**src/rtl/mem_access_stage_pkg.sv**
```systemverilog
// Shared encodings for the memory-access stage: opcodes, funct3, writeback select, FSM states.
package mem_access_stage_pkg;

  localparam logic [6:0] OP_LOAD  = 7'b0000011;
  localparam logic [6:0] OP_STORE = 7'b0100011;

  localparam logic [2:0] F3_LB  = 3'b000;
  localparam logic [2:0] F3_LH  = 3'b001;
  localparam logic [2:0] F3_LW  = 3'b010;
  localparam logic [2:0] F3_LBU = 3'b100;
  localparam logic [2:0] F3_LHU = 3'b101;
  localparam logic [2:0] F3_SB  = 3'b000;
  localparam logic [2:0] F3_SH  = 3'b001;
  localparam logic [2:0] F3_SW  = 3'b010;

  localparam logic [1:0] WB_ALU = 2'd0;
  localparam logic [1:0] WB_MEM = 2'd1;
  localparam logic [1:0] WB_PC4 = 2'd2;

  typedef enum logic [1:0] {
    StIdle  = 2'd0,
    StReq   = 2'd1,
    StWaitR = 2'd2,
    StDone  = 2'd3
  } state_e;

  // Access size lives in funct3[1:0] for both loads and stores: 00 byte, 01 half, else word.
  function automatic logic is_misaligned(input logic [2:0] funct3, input logic [1:0] addr_lo);
    logic bad;
    unique case (funct3[1:0])
      2'b00:   bad = 1'b0;
      2'b01:   bad = addr_lo[0];
      default: bad = (addr_lo != 2'b00);
    endcase
    return bad;
  endfunction

endpackage

```
**src/rtl/mem_access_stage_load_extend.sv**
```systemverilog
// Load data extraction: selects the addressed byte/half and sign- or zero-extends it.
module mem_access_stage_load_extend
  import mem_access_stage_pkg::*;
(
  input  logic [31:0] rdata,
  input  logic [1:0]  addr_lo,
  input  logic [2:0]  funct3,
  output logic [31:0] ext
);

  logic [7:0]  byte_sel;
  logic [15:0] half_sel;

  // Pick the addressed lane out of the returned word
  always_comb begin
    unique case (addr_lo)
      2'd0:    byte_sel = rdata[7:0];
      2'd1:    byte_sel = rdata[15:8];
      2'd2:    byte_sel = rdata[23:16];
      default: byte_sel = rdata[31:24];
    endcase
    half_sel = addr_lo[1] ? rdata[31:16] : rdata[15:0];
  end

  // Extend to 32 bits; unlisted funct3 codes behave as LW
  always_comb begin
    unique case (funct3)
      F3_LB:   ext = {{24{byte_sel[7]}}, byte_sel};
      F3_LH:   ext = {{16{half_sel[15]}}, half_sel};
      F3_LBU:  ext = {24'h000000, byte_sel};
      F3_LHU:  ext = {16'h0000, half_sel};
      default: ext = rdata;
    endcase
  end

endmodule

```
**src/rtl/mem_access_stage.sv**
```systemverilog
// MEM stage: decodes load/store, runs the req/gnt/rvalid handshake, stalls the pipe while
// an access is in flight and selects the writeback value for MEM/WB.
module mem_access_stage
  import mem_access_stage_pkg::*;
#(
  parameter int unsigned TIMEOUT = 16,
  parameter int unsigned TCNT_W  = 5
) (
  input  logic        clk,
  input  logic        reset,
  input  logic        in_valid,
  input  logic [31:0] in_alu,
  input  logic [31:0] in_rs2,
  input  logic [31:0] in_pc,
  input  logic [31:0] in_inst,
  input  logic        in_regWEn,
  input  logic [1:0]  in_wbSel,
  output logic        dmem_req,
  output logic        dmem_we,
  output logic [31:0] dmem_addr,
  output logic [3:0]  dmem_be,
  output logic [31:0] dmem_wdata,
  input  logic        dmem_gnt,
  input  logic        dmem_rvalid,
  input  logic [31:0] dmem_rdata,
  output logic [31:0] mem_rd,
  output logic [31:0] mem_inst,
  output logic        mem_regWEn,
  output logic        stall,
  output logic        misaligned,
  output logic        bus_err
);

  localparam logic [TCNT_W-1:0] TCNT_LAST = TCNT_W'(TIMEOUT - 1);

  state_e            state_q, state_d;
  logic [TCNT_W-1:0] tcnt_q, tcnt_d;
  logic [1:0]        alo_q;
  logic [2:0]        f3_q;
  logic [31:0]       rdata_q;
  logic              req_q, we_q, bus_err_q;
  logic [31:0]       addr_q, wdata_q;
  logic [3:0]        be_q;

  logic        is_load, is_store, mem_op, bad_align;
  logic        launch, capture, timeout;
  logic [3:0]  be_new;
  logic [31:0] wdata_new;
  logic [31:0] load_val;

  assign is_load   = (in_inst[6:0] == OP_LOAD);
  assign is_store  = (in_inst[6:0] == OP_STORE);
  assign mem_op    = in_valid & (is_load | is_store);
  assign bad_align = is_misaligned(in_inst[14:12], in_alu[1:0]);

  // Next state, stall and misaligned decode; a late gnt/rvalid in idle falls through unused
  always_comb begin
    state_d    = state_q;
    tcnt_d     = tcnt_q;
    launch     = 1'b0;
    capture    = 1'b0;
    timeout    = 1'b0;
    stall      = 1'b0;
    misaligned = 1'b0;
    unique case (state_q)
      StIdle: begin
        if (mem_op) begin
          if (bad_align) begin
            misaligned = 1'b1;
          end else begin
            launch  = 1'b1;
            stall   = 1'b1;
            tcnt_d  = '0;
            state_d = StReq;
          end
        end
      end
      StReq: begin
        stall  = 1'b1;
        tcnt_d = tcnt_q + TCNT_W'(1);
        if (dmem_gnt) begin
          if (is_store) begin
            state_d = StDone;
          end else if (dmem_rvalid) begin
            capture = 1'b1;
            state_d = StDone;
          end else begin
            state_d = StWaitR;
          end
        end else if (tcnt_q == TCNT_LAST) begin
          timeout = 1'b1;
          state_d = StDone;
        end
      end
      StWaitR: begin
        stall  = 1'b1;
        tcnt_d = tcnt_q + TCNT_W'(1);
        if (dmem_rvalid) begin
          capture = 1'b1;
          state_d = StDone;
        end else if (tcnt_q == TCNT_LAST) begin
          timeout = 1'b1;
          state_d = StDone;
        end
      end
      StDone:  state_d = StIdle;
      default: state_d = StIdle;
    endcase
  end

  // Store lane placement from access size and low address bits
  always_comb begin
    case (in_inst[13:12])
      2'b00: begin
        be_new    = 4'b0001 << in_alu[1:0];
        wdata_new = {4{in_rs2[7:0]}};
      end
      2'b01: begin
        be_new    = 4'b0011 << {in_alu[1], 1'b0};
        wdata_new = {2{in_rs2[15:0]}};
      end
      default: begin
        be_new    = 4'b1111;
        wdata_new = in_rs2;
      end
    endcase
  end

  // FSM state, timeout counter and error pulse
  always_ff @(posedge clk or negedge reset) begin
    if (!reset) begin
      state_q   <= StIdle;
      tcnt_q    <= '0;
      req_q     <= 1'b0;
      bus_err_q <= 1'b0;
    end else begin
      state_q   <= state_d;
      tcnt_q    <= tcnt_d;
      req_q     <= (state_d == StReq);
      bus_err_q <= timeout;
    end
  end

  // Request attributes and access context, latched once at launch and held until the next one
  always_ff @(posedge clk or negedge reset) begin
    if (!reset) begin
      we_q    <= 1'b0;
      addr_q  <= '0;
      be_q    <= '0;
      wdata_q <= '0;
      alo_q   <= '0;
      f3_q    <= '0;
    end else if (launch) begin
      we_q    <= is_store;
      addr_q  <= {in_alu[31:2], 2'b00};
      be_q    <= be_new;
      wdata_q <= wdata_new;
      alo_q   <= in_alu[1:0];
      f3_q    <= in_inst[14:12];
    end
  end

  // Load data capture
  always_ff @(posedge clk or negedge reset) begin
    if (!reset) begin
      rdata_q <= '0;
    end else if (capture) begin
      rdata_q <= dmem_rdata;
    end
  end

  mem_access_stage_load_extend u_load_extend (
    .rdata   (rdata_q),
    .addr_lo (alo_q),
    .funct3  (f3_q),
    .ext     (load_val)
  );

  // Writeback select; reserved code 3 falls back to the ALU result
  always_comb begin
    unique case (in_wbSel)
      WB_MEM:  mem_rd = load_val;
      WB_PC4:  mem_rd = in_pc + 32'd4;
      default: mem_rd = in_alu;
    endcase
  end

  assign mem_inst   = in_inst;
  assign mem_regWEn = in_valid & in_regWEn & ~misaligned & ~bus_err_q;
  assign dmem_req   = req_q;
  assign dmem_we    = we_q;
  assign dmem_addr  = addr_q;
  assign dmem_be    = be_q;
  assign dmem_wdata = wdata_q;
  assign bus_err    = bus_err_q;

endmodule
```
**config.mk**
```make
export PLATFORM = sky130hd
export DESIGN_NAME = mem_access_stage
export DESIGN_NICKNAME = d
export VERILOG_FILES = /design/src/rtl/mem_access_stage_pkg.sv /design/src/rtl/mem_access_stage_load_extend.sv /design/src/rtl/mem_access_stage.sv
export SDC_FILE = /design/constraint.sdc
export NUM_CORES = 1
export LEC_CHECK = 0
export ABC_AREA = 1
export CAP_MARGIN = 10
export CORE_ASPECT_RATIO = 1.4
export CORE_MARGIN = 10
export CORE_UTILIZATION = 41
export CTS_CLUSTER_DIAMETER = 30
export CTS_CLUSTER_SIZE = 16
export DETAILED_ROUTE_END_ITERATION = 12
export GPL_TIMING_DRIVEN = 1
export PLACE_DENSITY = 0.84
export SLEW_MARGIN = 20
export SYNTH_ARGS = -nofsm -noshare
export SYNTH_HDL_FRONTEND = slang
export SYNTH_HIERARCHICAL = 1
export SYNTH_SLANG_ARGS = --single-unit
```
**constraint.sdc**
```tcl
create_clock -name clk -period 3.2 [get_ports clk]
set_clock_uncertainty 0.05 [all_clocks]
set_input_delay 0.64 -clock clk [delete_from_list [all_inputs] [get_ports clk]]
set_output_delay 0.64 -clock clk [all_outputs]
set_load 0.01 [all_outputs]
```
# After elaboration in Yosys (flattened, before gate mapping)
# Index checks and enable logic that the tools add are counted.
# word_totals
reg_bits	113
in_bits	168
# op_classes
bitwise_logic	7
mux	33
n_reduce_logical	8
shift	2
n_eq_ne	17
n_addsub	2
# op_table
op	n
$pmux W32 S2	2
$pmux W32 S4	1
$add A32 B3 Y32 const B	1
$pmux W8 S3	1
$mux W16	1
$mux W1	14
$eq A2 B1 Y1 const B	5
$mux W2	5
$mux W5	2
$pmux W5 S2	1
$eq A2 B2 Y1 const B	4
$pmux W1 S2	4
$pmux W2 S4	1
$pmux W4 S2	1
$eq A7 B2 Y1 const B	1
$eq A7 B6 Y1 const B	1
$eq A3 B3 Y1 const B	2
$logic_not A2 Y1	3
$add A5 B1 Y5 const B	1
$eq A5 B4 Y1 const B	1
$and A1 B1 Y1	4
$ne A2 B2 Y1 const B	2
$reduce_bool A2 Y1	2
$shl A1 B2 Y4 const A	1
other kinds (7)	8

# Logic depth before layout (Yosys ltp)
# logic_depth
ltp_word	8
mapped_depth	10
depth_no_buf	10

# Hierarchy
# The synthesis kept the hierarchy.
# modules_own_cells
module	area_each_um2	cells_each	instances
mem_access_stage	6637.6	935	1
mem_access_stage_load_extend	858.3	163	1

# Least setup slack after synthesis
# OpenSTA, ideal clock, no wires.
# synth_timing
kind	in2out
startpoint	input port in_wbSel[0]
endpoint	output port mem_rd[13]
arrival_ns	1.726
stages	6
required_time_ns	2.510
setup_slack_ns	0.784
path_cell_list	inv_1 ha_1 clkbuf_1 clkbuf_1 a21oi_1 a21oi_1
# synth_via
elab_chain_cells	2
word_cells_on_any_way	3
cone_classes	2 x eq/ne; 1 x mux
# synth_rtl
element	line	text
start, declared	mem_access_stage.sv:17	input logic [1:0] in_wbSel,
$eq A2 B2 Y1 / $eq A2 B1 Y1 (equally long branches)	mem_access_stage.sv:181	unique case (in_wbSel)
$pmux W32 S2 (*)	mem_access_stage.sv:181	
end, declared	mem_access_stage.sv:26	output logic [31:0] mem_rd,
# Every way passes the cells marked *; elsewhere a longest branch is shown, timed or not.

# Final worst setup path
# layout_timing
startpoint	input port in_pc[9]
endpoint	output port mem_rd[29]
# layout_via
elab_chain_cells	2
# layout_rtl
element	line	text
start, declared	mem_access_stage.sv:14	input logic [31:0] in_pc,
$add A32 B3 Y32	mem_access_stage.sv:183	WB_PC4: mem_rd = in_pc + 32'd4;
$pmux W32 S2	mem_access_stage.sv:181	
# Every way passes these cells.

==> results.md <==
- CP max FO: 5
- GRT overflow: 0
- Clk Latency, worst-skew pair: 0.41 ns
- Final Hold Vio Count: 0
- FMAX: 313 MHz
- Syn Area/Cell: 6.83 um2
- Mapped cell area: 7500 um2
- Status: completed
- First-pass GRT wire length: 47.8 mm
- Wire per inst: 18.8 um
- Setup CP Type: input pin to output pin
- Initial drt markers: 674
- Synth top area share: 0.377
- Top cell type by total area after synthesis: dfrtp_1
- Most frequent cells in the layout: nand2_1, clkdlybuf4s50_1, a21oi_1, dfrtp_1, inv_1
- Clock Sinks: 113
- Worst hold path type: input pin to asynchronous set/reset pin
- I/O pins: 306
- WL final: 30.8 mm
- DRT Pass-1 Iters: 9
- Number of library cell types mapped by synthesis: 39
- Ranking of synthesized cells by area: dfrtp_1, nand2_1, a21oi_1
- Via-to-Cell Ratio: 5.12
- Sequential share of the synthesized area: 0.377
- Gr usage total: 0.252
- Setup TNS Final: 0 ns
- Pins Over Slew Limit: 0
- DRC Markers: 0
- Post-Syn Instances: 1,098
- Diodes inserted: 0
- Layout cells sized above 1: 0.147
- CTS Buf Count: 17
- Max-cap viol count: 0
- Clock transition at path regs: 0.06 ns
- Detailed-route via count: 8,380
- Setup WS post-layout: 0.00167 ns
- H-tree depth: 4
- Initial core utilization: 0.417
- Cell area after placement: 10,600 um2
- Die H: 180 um
- Port bufs: 259
- Register bit total from synthesis: 113
- Req. time, crit path: 2.51 ns
- Final Cycle Share: 0.999
- Pwr Total: 6200 uW
- Hold_ws: 0.214 ns
- Worst Setup Start Kind: input pin
- Worst-Margin Slew: 0.679 ns
- CTS tree: yes
- PD cells: 550 nW/um2
- Peak VDD IR: 0.367 mV
- Post-DP HPWL: 24.2 mm
- Initial antenna violation count: 0
- Pre-CTS worst setup slack: -0.364 ns
- Vias in the first global route: 8,519
- Rows: 58
- Most common cell after layout, fill and taps aside: nand2_1
- Clk Tree Root Cell: clkbuf_16
- Final setup viols: 0
- Die ar.: 24,200 um2
- Final nets: 1,564
- RSZ-0062 raised after global routing: yes
- Design Area, Final: 11,300 um2
- Fin crit period: 3.20 ns
- Gp weighted congestion: 0.984
- Worst setup EP type: output pin
- Deepest clock path buffer count: 2
- Fillers: 1,637
- Max-slew headroom: 0.547
- Core area: 18,000 um2
- P&R area growth vs syn: 50.3%
- Pin count of the biggest net entering global routing: 65
- ANT nets after route: 0
- Die Wd: 134 um
- LEAKAGE: 0.00548 uW
- WP data arrival: 2.51 ns
- Syn. warnings: 6
path summary, 6_finish.rpt:
check,endpoint,slack [ns],from,cells past startpoint
max,mem_rd[29],0.002,in_pc[9],11
min,rdata_q[4]$_DFFE_PN0P_,0.21,reset,1
max reg2reg,dmem_be[2]$_DFFE_PN0P_,0.97,state_q[0]$_DFF_PN0_,6
min reg2reg,dmem_addr[30]$_DFFE_PN0P_,0.43,dmem_addr[30]$_DFFE_PN0P_,2
max in group asynchronous,dmem_wdata[19]$_DFFE_PN0P_,2.19,reset,2
min in group clk,dmem_addr[30]$_DFFE_PN0P_,0.43,dmem_addr[30]$_DFFE_PN0P_,2
final cells by class:
class                           instances  area [um2]  share of cell area
Clock buffer                           17         425              0.0377
Clock inverter                         15         194              0.0172
Inverter                              103         387              0.0343
Multi-Input combinational cell        799        3840               0.341
Sequential cell                       113        2830               0.251
Tap cell                              240         300              0.0266
Timing Repair Buffer                  351        3300               0.292
logic make-up (layout without fill, tap and decap cells):
family / after synthesis / in the layout / synth area share
compound gates: 224 / 224 / 0.157
xor+xnor: 2 / 2 / 0.00234
fa+ha+maj: 11 / 11 / 0.0184
buf+inv: 188 / 486 / 0.127
flops: 113 / 113 / 0.377
other cells: 1 / 2 / 0.000500
simple gates: 559 / 560 / 0.318
layer usage:
metal	wire length [um]	GRT usage	share of wire
met5	0	0	0
met4	1500	0.110	0.049
met3	2500	0.0762	0.081
met2	15200	0.437	0.49
met1	11600	0.276	0.38
registers in the layout, summed over array words and instances (netlist names), 2 cells and up:
register	flops
alo_q	2
dmem_addr	30
dmem_wdata	32
state_q	2
rdata_q	32
tcnt_q	5
f3_q	3
dmem_be	4
critical path, cell delays in order:
cell,delay (ns)
clkdlybuf4s50_1,0.54
nand2_1,0.13
nor2_1,0.19
inv_1,0.09
nor2_4,0.17
buf_4,0.15
nand2_1,0.05
nand2_1,0.06
nand3_1,0.07
a21oi_1,0.16
clkdlybuf4s15_2,0.25
metrics by stage:
stage,util,instances
6_report,0.626,1638
5_1_grt,0.626,1638
4_1_cts,0.624,1637
3_5_place_dp,0.587,1600
3_3_place_gp,0.587,1600
2_1_floorplan,-,1099
power breakdown:
group          switching [uW]  internal [uW]  leakage (uW)
sequential                272           1730       0.00152
clock                     768           1250      0.000301
combinational            1210            965       0.00366
total                    2250           3950       0.00548
synthesized netlist by cell type:
cell,count
nand3b_4,1
nor2_2,6
nand3_1,63
o21bai_1,3
conb_1,1
buf_6,11
a31oi_1,1
o21ai_0,53
clkbuf_1,19
buf_2,13
buf_1,3
nor2_1,94
buf_4,39
nor3_1,2
nor3_4,1
a22oi_1,2
inv_1,96
nand3_2,12
nand3b_1,1
inv_2,6
a211oi_1,2
o21ai_1,34
o22ai_1,1
dfrtp_1,113
o211ai_1,1
o21bai_4,1
a21oi_2,4
nand2_1,362
o21a_1,2
or2_2,5
nand4_1,2
nand3_4,1
xor2_1,2
and2_1,1
nand2_2,3
a21oi_1,120
nor2_4,5
clkinv_1,1
ha_1,11
what timing repair did:
| item | in CTS | in global routing |
|---|---|---|
| pin swaps | 4 | 7 |
| hold buffers | 0 | 0 |
| setup endpoints to repair | 32 | 26 |
| buffers inserted | 4 | 1 |
| gates cloned | 1 | 0 |
| gates resized for setup | 53 | 42 |
| hold endpoints to repair | 0 | 0 |
No activity file was read; power rests on OpenSTA's default activity.
